$ cat config.mk
export PLATFORM = sky130hd
export DESIGN_NAME = mod_counter
export DESIGN_NICKNAME = d
export VERILOG_FILES = /design/src/rtl/mod_counter.sv
export SDC_FILE = /design/constraint.sdc
export NUM_CORES = 1
export LEC_CHECK = 0
export CAP_MARGIN = 10
export CORE_MARGIN = 8
export CORE_UTILIZATION = 46
export CTS_CLUSTER_SIZE = 12
export DETAILED_ROUTE_END_ITERATION = 12
export PLACE_DENSITY = 0.81
export RECOVER_POWER = 100
export SYNTH_ARGS = -nofsm -noshare
export SYNTH_HDL_FRONTEND = slang
export SYNTH_SLANG_ARGS = --single-unit
$ cat constraint.sdc
create_clock -name clk -period 6.23 [get_ports clk]
set_clock_uncertainty 0.2 [all_clocks]
set_input_delay 0.9345 -clock clk [delete_from_list [all_inputs] [get_ports clk]]
set_output_delay 0.9345 -clock clk [all_outputs]
set_load 0.005 [all_outputs]
$ cat src/rtl/mod_counter.sv
// WIDTH-bit up/down counter with runtime terminal value, wrap or saturate mode,
// registered carry/borrow-out and a saturating count of wrap events.
module mod_counter #(
    parameter int WIDTH      = 3,
    parameter bit SATURATE   = 1'b0,
    parameter int WRAP_CNT_W = 4
) (
    input  logic                  clk,
    input  logic                  rst_n,
    input  logic                  clr,
    input  logic                  load,
    input  logic [WIDTH-1:0]      load_val,
    input  logic                  count_enable,
    input  logic                  up_down,
    input  logic [WIDTH-1:0]      limit,
    output logic [WIDTH-1:0]      count,
    output logic                  co,
    output logic                  at_term,
    output logic [WRAP_CNT_W-1:0] wrap_cnt
);

    // Compared against the live limit, so a loaded value above limit is terminal in up mode.
    always_comb begin
        at_term = up_down ? (count >= limit) : (count == '0);
    end

    always_ff @(posedge clk) begin
        if (!rst_n) begin
            count    <= '0;
            co       <= 1'b0;
            wrap_cnt <= '0;
        end else if (clr) begin
            count    <= '0;
            co       <= 1'b0;
            wrap_cnt <= '0;
        end else if (load) begin
            count <= load_val;
            co    <= 1'b0;
        end else if (count_enable) begin
            if (!at_term) begin
                count <= up_down ? count + 1'b1 : count - 1'b1;
                co    <= 1'b0;
            end else begin
                co <= 1'b1;
                if (!SATURATE) begin
                    count <= up_down ? '0 : limit;
                    if (wrap_cnt != '1) begin
                        wrap_cnt <= wrap_cnt + 1'b1;
                    end
                end
            end
        end
    end

endmodule

==> impl_metrics.env, run 1 <==
export IMPL_synth_edff_count=0
export IMPL_status="complete, no violations"
export IMPL_path_max_fanout=7
export IMPL_hold_start="wrap_cnt[3]$_SDFFE_PP0P_"
export IMPL_ys_flop_type="dfxtp_1"
export IMPL_path_common_cell="dlygate4sd3_1"
export IMPL_yosys_area_share_simple_pct=33.5
export IMPL_cp_required_ns=5.10
export IMPL_ys_warnings_count=0
export IMPL_cts_sinks=8
export IMPL_start_kind="input port"
export IMPL_ant_nets=0
export IMPL_fp_row_count=13
export IMPL_async_flop_share_pct=0
export IMPL_die_w_um=52.4
export IMPL_p_leak_nw=0.339
export IMPL_post_route_util_pct=66.4
export IMPL_synth_distinct_cells=34
export IMPL_setup_tns_ns=0
export IMPL_place_area_sq_um=820
export IMPL_clock_path_buffers=2
export IMPL_ys_seq_area_share_pct=26.3
export IMPL_dp_hpwl_um=1340
export IMPL_grt_pass1_vias=651
export IMPL_diodes=0
export IMPL_holdPathEnd="wrap_cnt[3]$_SDFFE_PP0P_"
export IMPL_cpPeakStageDelay_ns=0.59
export IMPL_rsz0062_at_grt="no"
export IMPL_syn_avg_cell_area_sq_um=8.45
export IMPL_numPortBuffers=20
export IMPL_crit_path_end_kind="primary output"
export IMPL_vias=666
export IMPL_post_cts_setup_buffer_count=0
export IMPL_max_cap_viol_count=0
export IMPL_drc_errors=0
export IMPL_period_share_pct=66.4
export IMPL_grt_usage_pct=13.1
export IMPL_synthesis_nets=89
export IMPL_overflow=0
export IMPL_final_common_cell="dlygate4sd3_1"
export IMPL_fin_nets=112
export IMPL_drt_wl_total_um=1730
export IMPL_rr_worst_depth=6
export IMPL_synth_area_sq_um=608
export IMPL_cts_tree="done"
export IMPL_reg2reg_to="wrap_cnt[0]$_SDFFE_PP0P_"
export IMPL_drv_slew=0
export IMPL_whs_path_depth=2
export IMPL_htreeDepth=1
export IMPL_die_area_sq_um=2740
export IMPL_power_density_nw_per_um2=158
export IMPL_reg2reg_slack_ns=4.05
export IMPL_worstSetupPathType="in -> out"
export IMPL_synthMuxAreaShare_pct=3.29
export IMPL_firstDrtPassIters=4
export IMPL_synth_cells=72
export IMPL_cts_resized=0
export IMPL_antenna_found_initial=0
export IMPL_start_util_pct=47.9
export IMPL_timing_rr_start="count[0]$_SDFFE_PP0P_"
export IMPL_setup_violations=0
export IMPL_fmax_mhz=242
export IMPL_root_buffer="clkbuf_4"
export IMPL_insertion_delay_ns=0.26
export IMPL_grt_pass1_wl_um=2840
export IMPL_synth_compound_area_share_pct=18.7
export IMPL_ctsHoldBuffers=0
export IMPL_slew_headroom_pct=71.2
export IMPL_synth_top_family_by_area="simple AND/OR/NAND/NOR gates"
export IMPL_grt_max_degree=12
export IMPL_synth_seq_cells=8
export IMPL_hp_class="reg -> reg"
export IMPL_cpMaxStageDelayCell="dlygate4sd3_1"
export IMPL_synth_xor_area_share_pct=2.88
export IMPL_wire_per_inst_um=16.1
export IMPL_stdcell_area_sq_um=842
export IMPL_cp_arrival_ns=3.00
export IMPL_cp_cell_sequence="dlygate4sd3_1, inv_1, ha_1, a21oi_1, o211a_1, nor2_1, dlygate4sd3_1"
export IMPL_first_iter_violations=20
export IMPL_hold_violations=0
export IMPL_layout_common_cells="dlygate4sd3_1, clkdlybuf4s50_1, dfxtp_1, nand2_1, a21oi_1"
export IMPL_cts_buffers=3
export IMPL_syn_to_final_growth_pct=38.5
export IMPL_vias_per_cell=6.17
export IMPL_synthAdderAreaFrac_pct=11.5
export IMPL_io_pins=21
export IMPL_drive_above_1_share_pct=7.53
export IMPL_gp_routability_congestion=0.781
export IMPL_ir_drop_v=0.0000980
export IMPL_die_h_um=52.4
export IMPL_worst_pin_slew_ns=0.431
export IMPL_coreArea_sq_um=1270
export IMPL_post_route_min_period_ns=4.14
export IMPL_cts_clk_slew_worst_paths_ns=0.06
[cell type report]
class	count	area [sq um]
clock buffers	3	22.5
fillers	112	427
multi-input cells	58	425
inverters	4	15.0
repair buffers	20	200
well taps	15	18.8
flip-flops and latches	8	160
[cells by family after synthesis]
kind of cell / after synthesis
compound gates: 17
xor+xnor: 2
fa+ha+maj: 5
buf+inv: 6
flops: 8
mux: 2
simple gates: 32
[power breakdown]
group / switching, mW / leakage (nW) / internal [mW]
combinational: 0.0174 / 0.261 / 0.0182
sequential: 0.00240 / 0.0649 / 0.0526
clock: 0.0204 / 0.0138 / 0.0222
total: 0.0402 / 0.339 / 0.0930
[critical path: cells and delay by family]
family	cells	cell delay, ns
adder cells (fa/ha/maj)	1	0.30
AND/OR/NAND/NOR	1	0.09
buffers and inverters	3	1.19
AO/OA/AOI/OAI	2	0.48
[registers in the layout (all words and copies together), names as in the netlist]
name	count
wrap_cnt	4
count	3
co	1
[per-layer routing]
layer,part of all wire [%],vias to the layer above,global-route usage [%]
met5,0,-,0
met4,1.5,0,2.59
met3,8.7,8,4.26
met2,48,37,22.5
met1,42,304,15.5
li1,-,317,-
[cells in the mapped netlist, types with 2 or more instances]
| master | n | area (sq um) |
|---|---|---|
| dfxtp_1 | 8 | 160 |
| inv_1 | 4 | 15.0 |
| nand2b_1 | 3 | 18.8 |
| o31ai_1 | 3 | 22.5 |
| clkbuf_1 | 2 | 7.51 |
| mux2i_1 | 2 | 20.0 |
| nand3_1 | 2 | 10.0 |
| nand4_1 | 3 | 18.8 |
| nor2_1 | 2 | 7.51 |
| o211ai_1 | 3 | 22.5 |
| nor2b_1 | 2 | 12.5 |
| a21oi_1 | 5 | 25.0 |
| nor3b_1 | 2 | 15.0 |
| ha_1 | 4 | 50.1 |
| o21ai_0 | 2 | 10.0 |
| nand2_1 | 7 | 26.3 |
[worst max-delay path by stage]
stage / start / end / slack, ns / cells past startpoint
floorplan: limit[2] / at_term / 3.37 / 5
global placement: limit[2] / at_term / 2.33 / 7
detailed placement: limit[2] / at_term / 2.27 / 7
CTS: limit[2] / at_term / 2.26 / 7
global route: limit[2] / at_term / 2.03 / 7
finish: limit[2] / at_term / 2.09 / 7
[through the flow]
stage | worst slack (ns) | hold WS (ns) | power (mW) | std cells
2_1_floorplan | 3.37 | 0.272 | 0.0759 | 72
3_3_place_gp | 2.33 | 0.280 | 0.0914 | 105
3_5_place_dp | 2.27 | 0.289 | 0.0926 | 105
4_1_cts | 2.26 | 0.298 | 0.135 | 108
5_1_grt | 2.03 | 0.316 | 0.139 | 108
6_report | 2.09 | 0.289 | 0.133 | 108
No activity file was read; power rests on OpenSTA's default activity.
==> inputs of run 2 (changes only) <==
--- a/config.mk
+++ b/config.mk
@@ -7,10 +7,10 @@
 export LEC_CHECK = 0
 export CAP_MARGIN = 10
 export CORE_MARGIN = 8
-export CORE_UTILIZATION = 46
+export CORE_UTILIZATION = 43
 export CTS_CLUSTER_SIZE = 12
 export DETAILED_ROUTE_END_ITERATION = 12
-export PLACE_DENSITY = 0.81
+export PLACE_DENSITY = 0.77
 export RECOVER_POWER = 100
 export SYNTH_ARGS = -nofsm -noshare
 export SYNTH_HDL_FRONTEND = slang
==> constraint.sdc (replaced) <==
create_clock -name clk -period 4.1 [get_ports clk]
set_clock_uncertainty 0.2 [all_clocks]
set_input_delay 0.615 -clock clk [delete_from_list [all_inputs] [get_ports clk]]
set_output_delay 0.615 -clock clk [all_outputs]
set_load 0.005 [all_outputs]
==> run 2 against run 1 <==
  * Critical path depth did not move
  * Largest power group unchanged
  * Hold slack gained 0.0081 ns
  * Die area is 4.8% higher
==> impl_metrics.env, run 2 (synthesized netlist as in run 1, its figures left out) <==
export IMPL_status="complete, no violations"
export IMPL_setup_violations=0
export IMPL_die_area_sq_um=2870
export IMPL_power_density_nw_per_um2=237
export IMPL_fin_nets=112
export IMPL_fmax_mhz=289
export IMPL_crit_path_end_kind="primary output"
export IMPL_drv_slew=0
export IMPL_grt_usage_pct=11.6
export IMPL_slew_headroom_pct=69.2
export IMPL_start_kind="input port"
export IMPL_layout_common_cells="dlygate4sd3_1, clkdlybuf4s50_1, dfxtp_1, nand2_1, a21oi_1"
export IMPL_wl_met2_um=786
export IMPL_place_ws_ns=0.803
export IMPL_ant_nets=0
export IMPL_crit_path_end="at_term"
export IMPL_fp_row_count=13
export IMPL_wl_met1_um=705
export IMPL_drc_errors=0
export IMPL_path_max_fanout=7
export IMPL_reg2reg_to="wrap_cnt[0]$_SDFFE_PP0P_"
export IMPL_ir_drop_v=0.000176
export IMPL_htreeDepth=1
export IMPL_grt_pass1_wl_um=2530
export IMPL_route_met3_wl_um=109
export IMPL_largest_register_ffs=4
export IMPL_holdWs_ns=0.298
export IMPL_cp_arrival_ns=2.64
export IMPL_rsz0062_at_grt="no"
export IMPL_gp_routability_congestion=0.827
export IMPL_top_register="wrap_cnt"
export IMPL_cts_clk_slew_worst_paths_ns=0.06
export IMPL_worst_pin_slew_ns=0.460
export IMPL_firstDrtPassIters=3
export IMPL_worst_slack_ns=0.646
export IMPL_hp_class="reg -> reg"
export IMPL_cts_tree="done"
export IMPL_ctsHoldBuffers=0
export IMPL_top_layer="met4"
export IMPL_die_h_um=53.6
export IMPL_overflow=0
export IMPL_period_share_pct=84.3
export IMPL_insertion_delay_ns=0.26
export IMPL_root_buffer="clkbuf_4"
export IMPL_p_leak_nw=0.339
export IMPL_vias=622
export IMPL_antenna_found_initial=0
export IMPL_drt_wl_total_um=1610
export IMPL_cts_buffers=3
export IMPL_dp_hpwl_um=1320
export IMPL_setup_tns_ns=0
export IMPL_cp_startpoint="limit[2]"
export IMPL_cts_resized=0
export IMPL_post_cts_setup_buffer_count=0
export IMPL_wire_per_inst_um=14.9
export IMPL_grt_pass1_vias=559
export IMPL_numPortBuffers=20
export IMPL_biggestRegsByFlops="wrap_cnt (4), count (3), co (1)"
export IMPL_rr_worst_depth=6
export IMPL_die_w_um=53.6
export IMPL_clock_path_buffers=2
export IMPL_reg2reg_slack_ns=1.95
export IMPL_timing_rr_start="count[0]$_SDFFE_PP0P_"
export IMPL_first_iter_violations=13
export IMPL_io_pins=21
export IMPL_syn_to_final_growth_pct=38.5
export IMPL_cp_required_ns=3.28
export IMPL_cts_sinks=8
export IMPL_max_cap_viol_count=0
export IMPL_post_route_min_period_ns=3.45
export IMPL_diodes=0
export IMPL_start_util_pct=46.2
export IMPL_hold_violations=0
export IMPL_grt_max_degree=12
export IMPL_final_common_cell="dlygate4sd3_1"
export IMPL_fill_cells=128
export IMPL_drive_above_1_share_pct=7.53
export IMPL_vias_per_cell=5.76
export IMPL_worstSetupPathType="in -> out"
export IMPL_coreArea_sq_um=1320
==> run 2: cell counts in the layout (fill, tap and decap cells not counted) <==
Identical to the previous run, type by type.
==> run 2: where the power goes <==
part           total, mW  internal (mW)  switching [mW]
clock network     0.0631         0.0337          0.0294
logic             0.0530         0.0275          0.0255
registers         0.0836         0.0799         0.00364
==> run 2: how the worst min path moves through the flow <==
stage	startpoint	end	slack [ns]	depth (start not counted)
2_1_floorplan	wrap_cnt[3]$_SDFFE_PP0P_	wrap_cnt[3]$_SDFFE_PP0P_	0.27	2
3_3_place_gp	wrap_cnt[3]$_SDFFE_PP0P_	wrap_cnt[3]$_SDFFE_PP0P_	0.28	2
3_5_place_dp	wrap_cnt[3]$_SDFFE_PP0P_	wrap_cnt[3]$_SDFFE_PP0P_	0.29	2
4_1_cts	wrap_cnt[3]$_SDFFE_PP0P_	wrap_cnt[3]$_SDFFE_PP0P_	0.30	2
5_1_grt	wrap_cnt[3]$_SDFFE_PP0P_	wrap_cnt[3]$_SDFFE_PP0P_	0.32	2
6_report	wrap_cnt[2]$_SDFFE_PP0P_	wrap_cnt[2]$_SDFFE_PP0P_	0.30	2
==> run 2: per-stage QoR <==
step | instance area [sq um] | util [%] | std cells | power [mW]
detailed placement | 820 | 62.2 | 105 | 0.141
CTS | 842 | 63.9 | 108 | 0.204
finish | 842 | 63.9 | 108 | 0.200
global route | 842 | 63.9 | 108 | 0.210
floorplan | 608 | - | 72 | 0.115
global placement | 820 | 62.2 | 105 | 0.139
==> run 2: layer usage <==
metal	GRT usage, %	vias to the layer above
met2	18.6	16
met1	14.9	289
met5	0	-
met4	1.26	0
met3	4.41	2
li1	-	315
==> run 2: worst max-delay path: stages <==
cell           delay [ns]
dlygate4sd3_1        0.55
inv_1                0.05
ha_1                 0.29
a21oi_1              0.17
o211a_1              0.29
nor2_1               0.08
dlygate4sd3_1        0.58
==> run 2: cell type report <==
type                       count  area, sq um  share of cell area (%)
inverter                       4         15.0                    1.78
timing repair buffer          20          200                    23.8
sequential                     8          160                    19.0
clock buffer                   3         22.5                    2.67
tap                           15         18.8                    2.23
multi-input combinational     58          425                    50.5
